### src/rtl/hazard_pkg.sv
// Shared types for the hazard/forwarding unit.
// Encodings track the decoder's hazard_optype.
package hazard_pkg;

  localparam int REG_AW = 5;
  localparam int OPT_W  = 2;

  typedef enum logic [OPT_W-1:0] {
    HZ_NONE  = 2'b00,
    HZ_ALU   = 2'b01,
    HZ_LOAD  = 2'b10,
    HZ_STORE = 2'b11
  } hz_op_t;

  typedef enum logic [1:0] {
    FWD_REG     = 2'b00,
    FWD_EX_ALU  = 2'b01,
    FWD_MEM_ALU = 2'b10,
    FWD_MEM_LD  = 2'b11
  } fwd_t;

  typedef struct packed {
    hz_op_t            optype;
    logic [REG_AW-1:0] rd;
    logic [REG_AW-1:0] rs2;
  } stage_t;

  // Stores and bubbles never produce a register value.
  function automatic logic writes_rd(stage_t s);
    return (s.optype == HZ_ALU || s.optype == HZ_LOAD)
        && (s.rd != '0);
  endfunction

  // Youngest producer wins; a load still in EX is left to the stall.
  function automatic fwd_t fwd_sel(
    logic              use_rs,
    logic [REG_AW-1:0] rs,
    stage_t            ex,
    stage_t            mem
  );
    fwd_t sel;
    sel = FWD_REG;
    if (!use_rs || rs == '0)
      sel = FWD_REG;
    else if (ex.optype == HZ_ALU && ex.rd == rs)
      sel = FWD_EX_ALU;
    else if (writes_rd(mem) && mem.rd == rs)
      sel = (mem.optype == HZ_ALU) ? FWD_MEM_ALU
                                   : FWD_MEM_LD;
    return sel;
  endfunction

endpackage

### src/rtl/hazard_fwd_unit_if.sv
// ID-stage decode inputs and hazard control outputs.
// master = decode/pipeline side, slave = hazard unit.
interface hazard_fwd_unit_if;
  import hazard_pkg::*;

  logic              rs1use_ID;
  logic              rs2use_ID;
  logic [REG_AW-1:0] rs1_ID;
  logic [REG_AW-1:0] rs2_ID;
  logic [REG_AW-1:0] rd_ID;
  logic [OPT_W-1:0]  optype_ID;
  logic              Branch_ID;
  logic [1:0]        forward_ctrl_A;
  logic [1:0]        forward_ctrl_B;
  logic              forward_ctrl_ls;
  logic              stall_PC;
  logic              stall_FD;
  logic              flush_FD;
  logic              flush_DE;

  modport master (
    output rs1use_ID, rs2use_ID,
    output rs1_ID, rs2_ID, rd_ID,
    output optype_ID, Branch_ID,
    input  forward_ctrl_A, forward_ctrl_B,
    input  forward_ctrl_ls,
    input  stall_PC, stall_FD,
    input  flush_FD, flush_DE
  );

  modport slave (
    input  rs1use_ID, rs2use_ID,
    input  rs1_ID, rs2_ID, rd_ID,
    input  optype_ID, Branch_ID,
    output forward_ctrl_A, forward_ctrl_B,
    output forward_ctrl_ls,
    output stall_PC, stall_FD,
    output flush_FD, flush_DE
  );

endinterface

### src/rtl/hazard_stage_reg.sv
// One shadow pipeline stage: hazard class, rd, store rs2.
// bubble loads an all-zero (no hazard) entry.
module hazard_stage_reg
  import hazard_pkg::*;
(
  input  logic   clk,
  input  logic   rst,
  input  logic   bubble,
  input  stage_t d,
  output stage_t q
);

  // Advance one stage, or insert a bubble.
  always_ff @(posedge clk or posedge rst) begin
    if (rst)
      q <= '0;
    else if (bubble)
      q <= '0;
    else
      q <= d;
  end

endmodule

### src/rtl/hazard_fwd_unit.sv
// Load-use stall, flush and forwarding control
// for the 5-stage RV32I pipeline.
module hazard_fwd_unit
  import hazard_pkg::*;
(
  input logic              clk,
  input logic              rst,
  hazard_fwd_unit_if.slave hz
);

  stage_t id_s;
  stage_t ex_q;
  stage_t mem_q;
  stage_t wb_q;
  logic   load_use;
  logic   rs1_hit;
  logic   rs2_hit;

  // Pack the ID instruction; rs2 only matters for stores.
  always_comb begin
    id_s        = '0;
    id_s.optype = hz_op_t'(hz.optype_ID);
    id_s.rd     = hz.rd_ID;
    if (id_s.optype == HZ_STORE)
      id_s.rs2 = hz.rs2_ID;
  end

  hazard_stage_reg u_ex (
    .clk    (clk),
    .rst    (rst),
    .bubble (load_use),
    .d      (id_s),
    .q      (ex_q)
  );

  hazard_stage_reg u_mem (
    .clk    (clk),
    .rst    (rst),
    .bubble (1'b0),
    .d      (ex_q),
    .q      (mem_q)
  );

  hazard_stage_reg u_wb (
    .clk    (clk),
    .rst    (rst),
    .bubble (1'b0),
    .d      (mem_q),
    .q      (wb_q)
  );

  // Load in EX feeding ID; store data is served later instead.
  always_comb begin
    rs1_hit  = hz.rs1use_ID && (hz.rs1_ID == ex_q.rd);
    rs2_hit  = hz.rs2use_ID && (hz.rs2_ID == ex_q.rd)
            && (id_s.optype != HZ_STORE);
    load_use = (ex_q.optype == HZ_LOAD)
            && (ex_q.rd != '0)
            && (rs1_hit || rs2_hit);
  end

  // Operand selects, stall/flush and store-data forward.
  always_comb begin
    hz.forward_ctrl_A = fwd_sel(hz.rs1use_ID, hz.rs1_ID,
                                ex_q, mem_q);
    hz.forward_ctrl_B = fwd_sel(hz.rs2use_ID, hz.rs2_ID,
                                ex_q, mem_q);
    hz.stall_PC = load_use;
    hz.stall_FD = load_use;
    hz.flush_DE = load_use;
    hz.flush_FD = hz.Branch_ID && !load_use;
    hz.forward_ctrl_ls = (mem_q.optype == HZ_STORE)
                      && (wb_q.optype == HZ_LOAD)
                      && (wb_q.rd != '0)
                      && (wb_q.rd == mem_q.rs2);
  end

  logic unused_wb_rs2;
  assign unused_wb_rs2 = ^wb_q.rs2;

endmodule

### src/flat_wrapper.sv
// flat-port wrapper written by rule: the top's interface ports become plain ports
module hazard_fwd_unit_flat import hazard_pkg::*;
  (clk, rst, hz_rs1use_ID, hz_rs2use_ID, hz_rs1_ID, hz_rs2_ID, hz_rd_ID, hz_optype_ID, hz_Branch_ID, hz_forward_ctrl_A, hz_forward_ctrl_B, hz_forward_ctrl_ls, hz_stall_PC, hz_stall_FD, hz_flush_FD, hz_flush_DE);
  hazard_fwd_unit_if hz_i ();
  input logic clk;
  input logic rst;
  input wire logic [$bits(hz_i.rs1use_ID)-1:0] hz_rs1use_ID;
  input wire logic [$bits(hz_i.rs2use_ID)-1:0] hz_rs2use_ID;
  input wire logic [$bits(hz_i.rs1_ID)-1:0] hz_rs1_ID;
  input wire logic [$bits(hz_i.rs2_ID)-1:0] hz_rs2_ID;
  input wire logic [$bits(hz_i.rd_ID)-1:0] hz_rd_ID;
  input wire logic [$bits(hz_i.optype_ID)-1:0] hz_optype_ID;
  input wire logic [$bits(hz_i.Branch_ID)-1:0] hz_Branch_ID;
  output wire logic [$bits(hz_i.forward_ctrl_A)-1:0] hz_forward_ctrl_A;
  output wire logic [$bits(hz_i.forward_ctrl_B)-1:0] hz_forward_ctrl_B;
  output wire logic [$bits(hz_i.forward_ctrl_ls)-1:0] hz_forward_ctrl_ls;
  output wire logic [$bits(hz_i.stall_PC)-1:0] hz_stall_PC;
  output wire logic [$bits(hz_i.stall_FD)-1:0] hz_stall_FD;
  output wire logic [$bits(hz_i.flush_FD)-1:0] hz_flush_FD;
  output wire logic [$bits(hz_i.flush_DE)-1:0] hz_flush_DE;
  assign hz_i.rs1use_ID = hz_rs1use_ID;
  assign hz_i.rs2use_ID = hz_rs2use_ID;
  assign hz_i.rs1_ID = hz_rs1_ID;
  assign hz_i.rs2_ID = hz_rs2_ID;
  assign hz_i.rd_ID = hz_rd_ID;
  assign hz_i.optype_ID = hz_optype_ID;
  assign hz_i.Branch_ID = hz_Branch_ID;
  assign hz_forward_ctrl_A = hz_i.forward_ctrl_A;
  assign hz_forward_ctrl_B = hz_i.forward_ctrl_B;
  assign hz_forward_ctrl_ls = hz_i.forward_ctrl_ls;
  assign hz_stall_PC = hz_i.stall_PC;
  assign hz_stall_FD = hz_i.stall_FD;
  assign hz_flush_FD = hz_i.flush_FD;
  assign hz_flush_DE = hz_i.flush_DE;
  hazard_fwd_unit u_core (.clk(clk), .rst(rst), .hz(hz_i));
endmodule
### config.mk
export PLATFORM = sky130hd
export DESIGN_NAME = hazard_fwd_unit_flat
export DESIGN_NICKNAME = d
export VERILOG_FILES = /design/src/rtl/hazard_pkg.sv /design/src/rtl/hazard_fwd_unit_if.sv /design/src/rtl/hazard_stage_reg.sv /design/src/rtl/hazard_fwd_unit.sv /design/src/flat_wrapper.sv
export SDC_FILE = /design/constraint.sdc
export NUM_CORES = 1
export LEC_CHECK = 0
export BUFFER_PORTS_ARGS = -buffer_cell sky130_fd_sc_hd__buf_2
export CORE_MARGIN = 5
export CORE_UTILIZATION = 36
export DETAILED_ROUTE_END_ITERATION = 10
export SLEW_MARGIN = 20
export SYNTH_ARGS = -nofsm -noshare
export SYNTH_HDL_FRONTEND = slang
export SYNTH_SLANG_ARGS = --single-unit
### constraint.sdc
create_clock -name clk -period 5.1 [get_ports clk]
set_clock_uncertainty 0.1 [all_clocks]
set_input_delay 0.765 -clock clk [delete_from_list [all_inputs] [get_ports clk]]
set_output_delay 0.765 -clock clk [all_outputs]
set_load 0.01 [all_outputs]
== Yosys cells after proc, flatten, opt, wreduce, memory -nomap -nowiden ==
Cells that the tools add are included.
Word-level totals
  flip-flop bits (word level): 31
  word-level logic and storage cells: 58
  input port bits: 22
Operators by class
  equality and inequality tests: 15
  muxes and demuxes: 9
  reductions and logical operators: 26
Operators by type and width (count)
  $eq 5x5->1: 7
  $reduce_bool 5->1: 3
  $logic_and 1x1->1: 14
  $mux 12: 1
  $mux 2: 6
  $eq 2x2->1 const B: 5
  $logic_not 5->1: 2
  $mux 5: 1
  $eq 2x1->1 const B: 2
  $logic_or 1x1->1: 4
  $logic_not 1->1: 3
  $ne 2x2->1 const B: 1
  $mux 1: 1

== Logic depth before layout (Yosys ltp) ==
Gate-level depths: netlist of the first run.
  depth after elaboration: 7
  mapped depth: 5
  gate-level depth less buffers: 5

== Modules after synthesis ==
From an unflattened synthesis of the first run, not the netlist that was laid out.
Second synthesis, totals
  cell total of the unflattened synthesis: 157
  area, all modules: 1841.8 µm²
Modules (own cells, without submodules)
  hazard_stage_reg: seq. area each 300.3 µm², cells an instance 26, instances 3, area an instance 430.4 µm²
  hazard_fwd_unit: seq. area each 0.0 µm², cells an instance 79, instances 1, area an instance 550.5 µm²

== Worst setup path before layout of the first run ==
Ideal clock, no wire load.
  path kind: input port to output port
  start: in hz_optype_ID[0]
  end: out hz_stall_FD
  arrival time: 1.941 ns
  data required time: 4.235 ns
  stages: 5
  buffers on the path: 1
  path slack: 2.294 ns
  path through: nand2_1 nand4b_1 nor4_4 or2_1 buf_4
Between the ends
  word-level cells in the longest chain between the ends: 4
Ends and longest elaborated chain
  start: declaration: line flat_wrapper.sv:12  | input wire logic [$bits(hz_i.optype_ID)-1:0] hz_optype_ID;
  $ne 2x2->1: line hazard_fwd_unit.sv:56  | && (id_s.optype != HZ_STORE);
  $logic_and 1x1->1: line hazard_fwd_unit.sv:56
  $logic_or 1x1->1: line hazard_fwd_unit.sv:59  | && (rs1_hit || rs2_hit);
  $logic_and 1x1->1: line hazard_fwd_unit.sv:59
  end: declaration: line flat_wrapper.sv:18  | output wire logic [$bits(hz_i.stall_FD)-1:0] hz_stall_FD;
Every way passes these cells.

== Worst setup path after layout of the first run ==
  start: in hz_rs2_ID[1]
  end: out hz_flush_DE
Between the ends
  word-level cells in the longest chain between the ends: 5
Ends and longest elaborated chain
  start: declaration: line flat_wrapper.sv:10  | input wire logic [$bits(hz_i.rs2_ID)-1:0] hz_rs2_ID;
  $eq 5x5->1: line hazard_fwd_unit.sv:55  | rs2_hit = hz.rs2use_ID && (hz.rs2_ID == ex_q.rd)
  $logic_and 1x1->1: line hazard_fwd_unit.sv:55
  $logic_and 1x1->1: line hazard_fwd_unit.sv:56
  $logic_or 1x1->1: line hazard_fwd_unit.sv:59
  $logic_and 1x1->1: line hazard_fwd_unit.sv:59
  end: declaration: line flat_wrapper.sv:20  | output wire logic [$bits(hz_i.flush_DE)-1:0] hz_flush_DE;
Every way passes these cells.

==> impl_metrics.toml, run 1 <==
[synth]
yosysWarnings = 0
synthSimpleGateAreaFrac_pct = 25.93
yosysTopAreaCellShare_pct = 53.59
synth_top_family_by_area = "simple AND/OR/NAND/NOR gates"
synth-seq-area-share_pct = 53.59
yosys-top-cells-area = "dfrtp_1 54%, xnor2_1 12%, nor3b_2 8.6%, xor2_1 2.4%, nor3b_1 2.1%"
synth_xor_area_share_pct = 14.52
synth_area_um2 = 1448
syn_inst = 112
synth_adder_area_share_pct = 1.729
ys_seq_elements = 31
synth-compound-area-share_pct = 1.901
synth_top_cell_by_area = "dfrtp_1"
synthMuxAreaShare_pct = 0
avgSynthCellArea_um2 = 12.93
synth.net_count = 136
yosysUniqueCellTypes = 30

[timing]
slew_viol_final = 0
slew_headroom_pct = 56.27
fin_crit_sh_pct = 59.96
max_freq_ghz = 0.3270
tightestPinTransition_ns = 0.6510
final_hold_viol_count = 0
finalCriticalPeriod_ns = 3.058
timing.final.ws_setup_ns = 2.042
setup_viol = 0
grt_setup_unrepaired = "no"
fin_tns_setup_ns = 0

[finish]
fin_area_um2 = 1729
fin_util_pct = 43.86
final_nets = 171
multi_input_area_um2 = 638.1
fillers = 364
syn_to_final_growth_pct = 19.45
final_common_cell = "dfrtp_1"
num_antenna_cells = 0
layout_common_cells = "31 x dfrtp_1, 30 x buf_2, 20 x xnor2_1"
regArea_um2 = 775.7
drive_above_1_share_pct = 36.05

[clocking]
cts_buffer_depth = 2
cts_resized = 0
clkTransAtPathRegs_ns = 0.06
cts-htree-levels = 2
postCtsSetupBuffers = 0
cts_hold_buf = 0
cts_buffers = 5
worstSkewPairLatency_ns = 0.27
numClockSinks = 31
cts.root.buffer_cell = "clkbuf_8"
cts_tree = "done"

[drt]
wl_per_cell_um = 15.13
route.detailed.drc = 0
dr.pass1.iters = 3
wirelength_um = 2981
viasPerCell = 4.873
drt-initial-drc-count = 13
vias = 960
ant_nets = 0

[floorplan]
core_area_um2 = 3943
dieWidth_um = 73.42
num_io_pins = 31
initial_core_util_pct = 36.72
fp.dieArea_um2 = 5390
num_rows = 23
dieHeight_um = 73.42

[global_route]
antenna_found_initial = 0
busiest_layer = "met2"
met3_usage_pct = 3.830
grt_pass1_wl_um = 5119
grtUsageMet1_pct = 13.40
grt.total_usage_pct = 12.75
grt_pass1_vias = 1093
grt_start_max_net_pins = 32
overflow = 0
grtUsageMet2_pct = 24.03

[critical_path]
worstSetupPathType = "input pin to output pin"
slowest_stage = "nor4_4"
crit_path_cell_trace = "buf_2 > xnor2_1 > nand3_1 > nor4_4 > or2_1 > buf_2"
critPathRequiredTime_ns = 4.24
worstPathArrival_ns = 2.19
start_kind = "input pin"
cp-end-kind = "output pin"
slowest_delay_ns = 0.63
cpMostUsedCell = "buf_2"
path_max_fanout = 9

[pwr]
ir_drop_uv = 187.9
power.leakage_nw = 0.7499
cellPowerDensity_nw_per_um2 = 295.8

[run_status]
run_status = "finished, final reports clean"

[hold_path]
hp-class = "flip-flop to flip-flop"

[flow_run]
max_cap_viol_count = 0

[place]
place_ws_ns = 1.997
placed_area_um2 = 1642
post-dp-hpwl_um = 2407
gp_congestion = 0.7341
port_buffers = 30
Yosys cell counts:
cell type,instances
ha_1,2
nor4_4,1
nor3_1,3
o2bb2ai_1,1
xor2_1,4
xnor2_1,20
nor2b_1,1
nor3b_1,4
nand4_1,1
or2_1,1
nor4_1,2
nor2_4,1
nand3_1,5
or3_1,2
dfrtp_1,31
nand3b_1,1
inv_1,2
nand2_1,2
nor4_2,1
o21ai_0,1
nor3b_2,10
or4_4,1
o32ai_1,1
a21oi_1,1
buf_4,2
or4_1,4
nand4b_1,2
buf_6,1
nand2b_1,1
nor2_1,3
worst paths after layout:
path,start,end,slack [ns],cells after the start
worst max-delay path,hz_rs2_ID[1],hz_flush_DE,2.04,6
worst min-delay path,u_core.u_ex.q[0],u_core.u_mem.q[0],0.25,0
worst max register to register,u_core.u_ex.q[6],u_core.u_ex.q[7],3.27,5
worst min register to register,u_core.u_ex.q[0],u_core.u_mem.q[0],0.25,0
max in group asynchronous,rst,u_core.u_mem.q[2],4.03,2
min in group asynchronous,rst,u_core.u_ex.q[8],0.47,2
power breakdown:
group	switching, W	leakage (nW)	internal, W
Sequential	0.0000122	0.380	0.000258
Combinational	0.0000265	0.323	0.0000276
Clock	0.0000813	0.0470	0.000106
Total	0.000120	0.750	0.000391
registers in the layout, summed over array words and instances (netlist names):
name	cells
u_core.u_mem.q	12
u_core.u_wb.q	7
u_core.u_ex.q	12
cell type report:
class | count | area share (%)
Timing Repair Buffer | 31 | 9.117
Sequential cell | 31 | 44.86
Tap cell | 50 | 3.618
Clock buffer | 6 | 4.776
Multi-Input combinational cell | 76 | 36.90
Inverter | 2 | 0.4342
Clock inverter | 1 | 0.2894
worst max-delay path: cells and delay by family:
family	cells	cell delay, ns
simple gates	3	1.00
xor+xnor	1	0.15
buf+inv	2	0.26
routing by layer:
metal	vias up	wire, um
met4	0	27
met3	5	129
met5	-	0
met1	472	1097
met2	23	1726
li1	460	-
stage by stage:
step	total power, W	hold slack, ns	std cells
3_5_place_dp	0.0003301	0.2347	190
6_report	0.0005114	0.2469	197
4_1_cts	0.0005157	0.2482	197
2_1_floorplan	0.0003072	0.2312	112
3_3_place_gp	0.0003275	0.2384	190
5_1_grt	0.0005367	0.2586	197
kinds of logic (layout without fill, tap and decap cells):
logic type      count (synthesis)  in the layout
simple gates                   46             46
fa+ha+maj                       2              2
flops                          31             31
xor+xnor                       24             24
buf+inv                         5             40
compound gates                  4              4
Note: power is estimated with default switching activity, not from simulation.
==> run 2, diff against run 1 <==
==> constraint.sdc (replaced) <==
create_clock -name clk -period 2.5 [get_ports clk]
set_clock_uncertainty 0.1 [all_clocks]
set_input_delay 0.375 -clock clk [delete_from_list [all_inputs] [get_ports clk]]
set_output_delay 0.375 -clock clk [all_outputs]
set_load 0.01 [all_outputs]
==> run 2 against run 1 <==
  * First-iteration DRC count shrank 7.7%
  * Cell area grew 5.3%
  * Sequential share of layout area shrank 2.2 points
  * Largest power group unchanged
  * Die area is the same
  * Via count grew 2.3%
  * Count of clock-buffer cells in the layout shrank 1
  * Total power grew 120%
==> impl_metrics.toml, run 2 (same netlist as run 1, synthesis figures left out) <==
[place]
gp_congestion = 0.8102
post-dp-hpwl_um = 2365
port_buffers = 30
placed_area_um2 = 1657

[floorplan]
dieWidth_um = 73.42
initial_core_util_pct = 36.72
fp.dieArea_um2 = 5390
num_io_pins = 31
num_rows = 23
dieHeight_um = 73.42
core_area_um2 = 3943

[critical_path]
cp-end-kind = "output pin"
critical_path_buf_inv_count = 2
cp.depth = 6
cp-startpoint = "u_core.u_ex.q[7]"
critPathRequiredTime_ns = 2.03
slowest_delay_ns = 0.55
reg2reg_from = "u_core.u_ex.q[7]"
slowest_stage = "or4_4"
path_max_fanout = 7
rr_endpoint = "u_core.u_ex.q[6]"
reg2reg_depth = 7
critPathTopFamily = "simple AND/OR/NAND/NOR gates"
worstSetupPathType = "flip-flop to output pin"
start_kind = "flip-flop"
regToRegSetupSlack_ns = 0.41
worstPathArrival_ns = 1.95
crit_path_cell_trace = "or4_4 > nor2_4 > nor4_4 > buf_6 > nor3b_2 > buf_2"
endpoint = "hz_flush_FD"

[finish]
fin_area_um2 = 1821
top_regs = "u_core.u_ex.q x12, u_core.u_mem.q x12, u_core.u_wb.q x7"
num_antenna_cells = 0
final_nets = 178
drive_above_1_share_pct = 39.35
syn_to_final_growth_pct = 25.76
layout_common_cells = "30 x buf_2, 30 x dfrtp_1, 20 x xnor2_1"

[timing]
fin_tns_setup_ns = 0
setup_viol = 0
fin_crit_sh_pct = 96.94
slew_viol_final = 0
finalCriticalPeriod_ns = 2.424
holdWs_ns = 0.05572
grt_setup_unrepaired = "no"
final_hold_viol_count = 0
max_freq_ghz = 0.4126
tightestPinTransition_ns = 0.3861
slew_headroom_pct = 74.26

[drt]
vias = 982
wirelength_um = 2984
route.detailed.drc = 0
wl_per_cell_um = 14.56
ant_nets = 0
dr.pass1.iters = 4
drt-initial-drc-count = 12
viasPerCell = 4.790

[clocking]
clkTransAtPathRegs_ns = 0.07
cts_tree = "done"
cts_buffer_depth = 2
numClockSinks = 31
cts_hold_buf = 0
cts_buffers = 5
worstSkewPairLatency_ns = 0.27
cts-htree-levels = 2
cts.root.buffer_cell = "clkbuf_8"

[run_status]
run_status = "finished, final reports clean"

[global_route]
grt.total_usage_pct = 11.99
grt_pass1_vias = 1063
grt_start_max_net_pins = 32
overflow = 0
antenna_found_initial = 0
grt_pass1_wl_um = 4857

[pwr]
cellPowerDensity_nw_per_um2 = 629.9
ir_drop_uv = 388.3
power.leakage_nw = 0.7982
power.total_w = 0.001147

[flow_run]
max_cap_viol_count = 0

[hold_path]
hp-class = "input pin to asynchronous set/reset pin"
-- run 2: per-stage QoR --
stage          cells  setup WS, ns  utilization [%]
4_1_cts          200       0.03763            45.10
2_1_floorplan    112        0.4140                -
5_1_grt          205      0.006677            46.18
3_5_place_dp     192        0.1064            42.02
3_3_place_gp     192        0.1927            42.02
6_report         205       0.07638            46.18
-- run 2: worst min path at each step --
stage / slack (ns) / end / start
final: 0.06 / u_core.u_ex.q[1] / rst
after global routing: 0.09 / u_core.u_ex.q[1] / rst
after CTS: 0.07 / u_core.u_ex.q[1] / rst
after detailed placement: 0.24 / u_core.u_mem.q[3] / u_core.u_ex.q[3]
after global placement: 0.24 / u_core.u_mem.q[3] / u_core.u_ex.q[3]
after floorplan: 0.23 / u_core.u_mem.q[0] / u_core.u_ex.q[0]
-- run 2: layout make-up --
cell class | count | area, um^2
Fill cell | 362 | 2122
Sequential cell | 31 | 777.0
Multi-Input combinational cell | 76 | 646.9
Timing Repair Buffer | 38 | 214.0
Clock buffer | 5 | 68.82
Tap cell | 50 | 62.56
Clock inverter | 3 | 43.79
Inverter | 2 | 7.507
-- run 2: repair_timing --
action | in CTS | in global routing
pin swaps | 0 | 4
setup endpoints to repair | 4 | 4
gates resized for setup | 1 | 2
setup buffers | 0 | 5
-- run 2: layer usage --
layer | share of wire [%] | vias up | global-route usage (%)
met5 | 0 | - | 0
li1 | - | 473 | -
met1 | 40 | 484 | 13.35
met3 | 4.3 | 2 | 4.514
met2 | 55 | 23 | 20.56
met4 | 0.77 | 0 | 4.829
-- run 2: where the power goes --
part	switching [W]	total (W)	internal, W
clock network	0.000183	0.000479	0.000296
registers	0.0000242	0.000551	0.000527
logic	0.0000574	0.000116	0.0000591
total	0.000265	0.00115	0.000882
-- run 2: tightest hold or removal path, stage by stage --
cell	delay, ns
buf_2	0.09
inv_1	0.04
buf_4	0.34
==> run 3, diff against run 2 <==
--- a/config.mk
+++ b/config.mk
@@ -6,9 +6,12 @@
 export NUM_CORES = 1
 export LEC_CHECK = 0
 export BUFFER_PORTS_ARGS = -buffer_cell sky130_fd_sc_hd__buf_2
+export CELL_PAD_IN_SITES_DETAIL_PLACEMENT = 1
+export CELL_PAD_IN_SITES_GLOBAL_PLACEMENT = 1
 export CORE_MARGIN = 5
 export CORE_UTILIZATION = 36
 export DETAILED_ROUTE_END_ITERATION = 10
+export PLACE_DENSITY_LB_ADDON = 0.1
 export SLEW_MARGIN = 20
 export SYNTH_ARGS = -nofsm -noshare
 export SYNTH_HDL_FRONTEND = slang
==> run 3 against run 2 <==
  * Count of clock-buffer cells in the layout up 1
  * Global-route usage rose by 2.6 points
  * Fmax up 0.17%
  * Flip-flop and latch count is the same
  * Critical endpoint unchanged
  * Final cell count up 0.98%
  * Critical path depth is the same
  * Highest routed layer unchanged
  * Clock power up 6.7%
  * Cell area is 1.0% higher
  * Core utilization is 0.48 points higher
  * Critical path type unchanged
  * Sequential share of layout area fell by 0.30 points
  * Worst setup slack gained 0.0042 ns
==> impl_metrics.toml, run 3 (same netlist as run 1, synthesis figures left out) <==
[finish]
syn_to_final_growth_pct = 27.05
drive_above_1_share_pct = 41.40
final_common_cell = "buf_2"
num_antenna_cells = 0
fillers = 410
regArea_um2 = 779.5
layout_common_cells = "30 x buf_2, 28 x dfrtp_1, 20 x xnor2_1"
fin_util_pct = 46.65
top_regs = "u_core.u_ex.q x12, u_core.u_mem.q x12, u_core.u_wb.q x7"
multi_input_area_um2 = 646.9
fin_area_um2 = 1839
fin_cells = 207
final_nets = 180

[global_route]
overflow = 0
grt_pass1_vias = 1158
grt_pass1_wl_um = 5651
grt_start_max_net_pins = 32
antenna_found_initial = 0
grt.total_usage_pct = 14.56

[timing]
grt_setup_unrepaired = "no"
timing.final.ws_setup_ns = 0.08055
final_hold_viol_count = 0
max_freq_ghz = 0.4133
setup_viol = 0
fin_tns_setup_ns = 0
slew_viol_final = 0
finalCriticalPeriod_ns = 2.419
fin_crit_sh_pct = 96.78
slew_headroom_pct = 73.78
tightestPinTransition_ns = 0.3903

[clocking]
worstSkewPairLatency_ns = 0.29
cts_hold_buf = 0
cts_buffers = 5
cts_buffer_depth = 2
clkTransAtPathRegs_ns = 0.07
cts.root.buffer_cell = "clkbuf_8"
cts-htree-levels = 2
cts_tree = "done"
numClockSinks = 31

[critical_path]
worstSetupPathType = "flip-flop to output pin"
start_kind = "flip-flop"
path_max_fanout = 4
critPathRequiredTime_ns = 2.03
worstPathArrival_ns = 1.94
cp-end-kind = "output pin"

[run_status]
run_status = "finished, final reports clean"

[drt]
ant_nets = 0
wl_per_cell_um = 17.01
viasPerCell = 4.850
dr.pass1.iters = 4
drt-initial-drc-count = 36
wirelength_um = 3522
route.detailed.drc = 0
vias = 1004

[floorplan]
num_rows = 23
num_io_pins = 31
initial_core_util_pct = 36.72
fp.dieArea_um2 = 5390
dieWidth_um = 73.42
dieHeight_um = 73.42
core_area_um2 = 3943

[place]
place_ws_ns = 0.02662
gp_congestion = 0.7452
post-dp-hpwl_um = 2728
port_buffers = 30
placed_area_um2 = 1665
place_inst = 192

[flow_run]
max_cap_viol_count = 0

[hold_path]
hp-class = "input pin to asynchronous set/reset pin"

[pwr]
ir_drop_uv = 322.6
power.leakage_nw = 0.8063
cellPowerDensity_nw_per_um2 = 645.6
==> run 3: cell types whose count changed in the layout (fill, tap and decap cells not counted), sizes merged <==
| cell | change |
|---|---|
| buf | +2 |
| clkbuf | +1 |
| clkinv | -1 |
==> run 3: final timing paths <==
kind,from,to,slack (ns),cells after the start
worst max-delay path,u_core.u_ex.q[7],hz_flush_FD,0.08,6
worst min-delay path,rst,u_core.u_ex.q[8],0.06,3
worst max register to register,u_core.u_ex.q[7],u_core.u_ex.q[2],0.47,6
worst min register to register,u_core.u_ex.q[1],u_core.u_mem.q[1],0.26,0
max in group asynchronous,rst,u_core.u_ex.q[6],1.94,3
min in group clk,hz_rd_ID[3],u_core.u_ex.q[8],0.23,2
==> run 3: per-stage QoR <==
stage | hold slack [ns] | total power, W
finish | 0.05836 | 0.001187
global route | 0.1146 | 0.001240
CTS | 0.08182 | 0.001198
detailed placement | 0.2363 | 0.0006808
global placement | 0.2376 | 0.0006758
floorplan | 0.2312 | 0.0006267
==> run 3: final cells by class <==
type	count	area share, %
Tap cell	50	3.401
Inverter	2	0.4082
Sequential cell	31	42.38
Multi-Input combinational cell	76	35.17
Clock inverter	2	1.905
Clock buffer	6	4.490
Timing Repair Buffer	40	12.24
==> run 3: critical path: stages (launching register included) <==
cell and delay [ns]:
dfrtp_2 0.43, or4_4 0.55, nor2_4 0.18, nor4_4 0.05, buf_4 0.16, nor3b_2 0.14
buf_2 0.14
==> run 3: power by group <==
group          internal, W  leakage [nW]  switching [W]  total (W)
Sequential        0.000527         0.377      0.0000239   0.000551
Combinational    0.0000641         0.368      0.0000612   0.000125
Clock             0.000322        0.0612       0.000189   0.000511
==> run 3: metal layers <==
metal	global-route usage, %	part of all wire, %
met1	15.31	38
met2	25.82	55
met3	5.746	4.9
met4	5.835	1.9
met5	0	0
==> run 3: timing repair <==
action | CTS | global route
setup buffers | 2 | 5
setup endpoints to repair | 4 | 2
pin swaps | 1 | 4
hold endpoints to repair | 0 | 0
gates resized for setup | 0 | 3
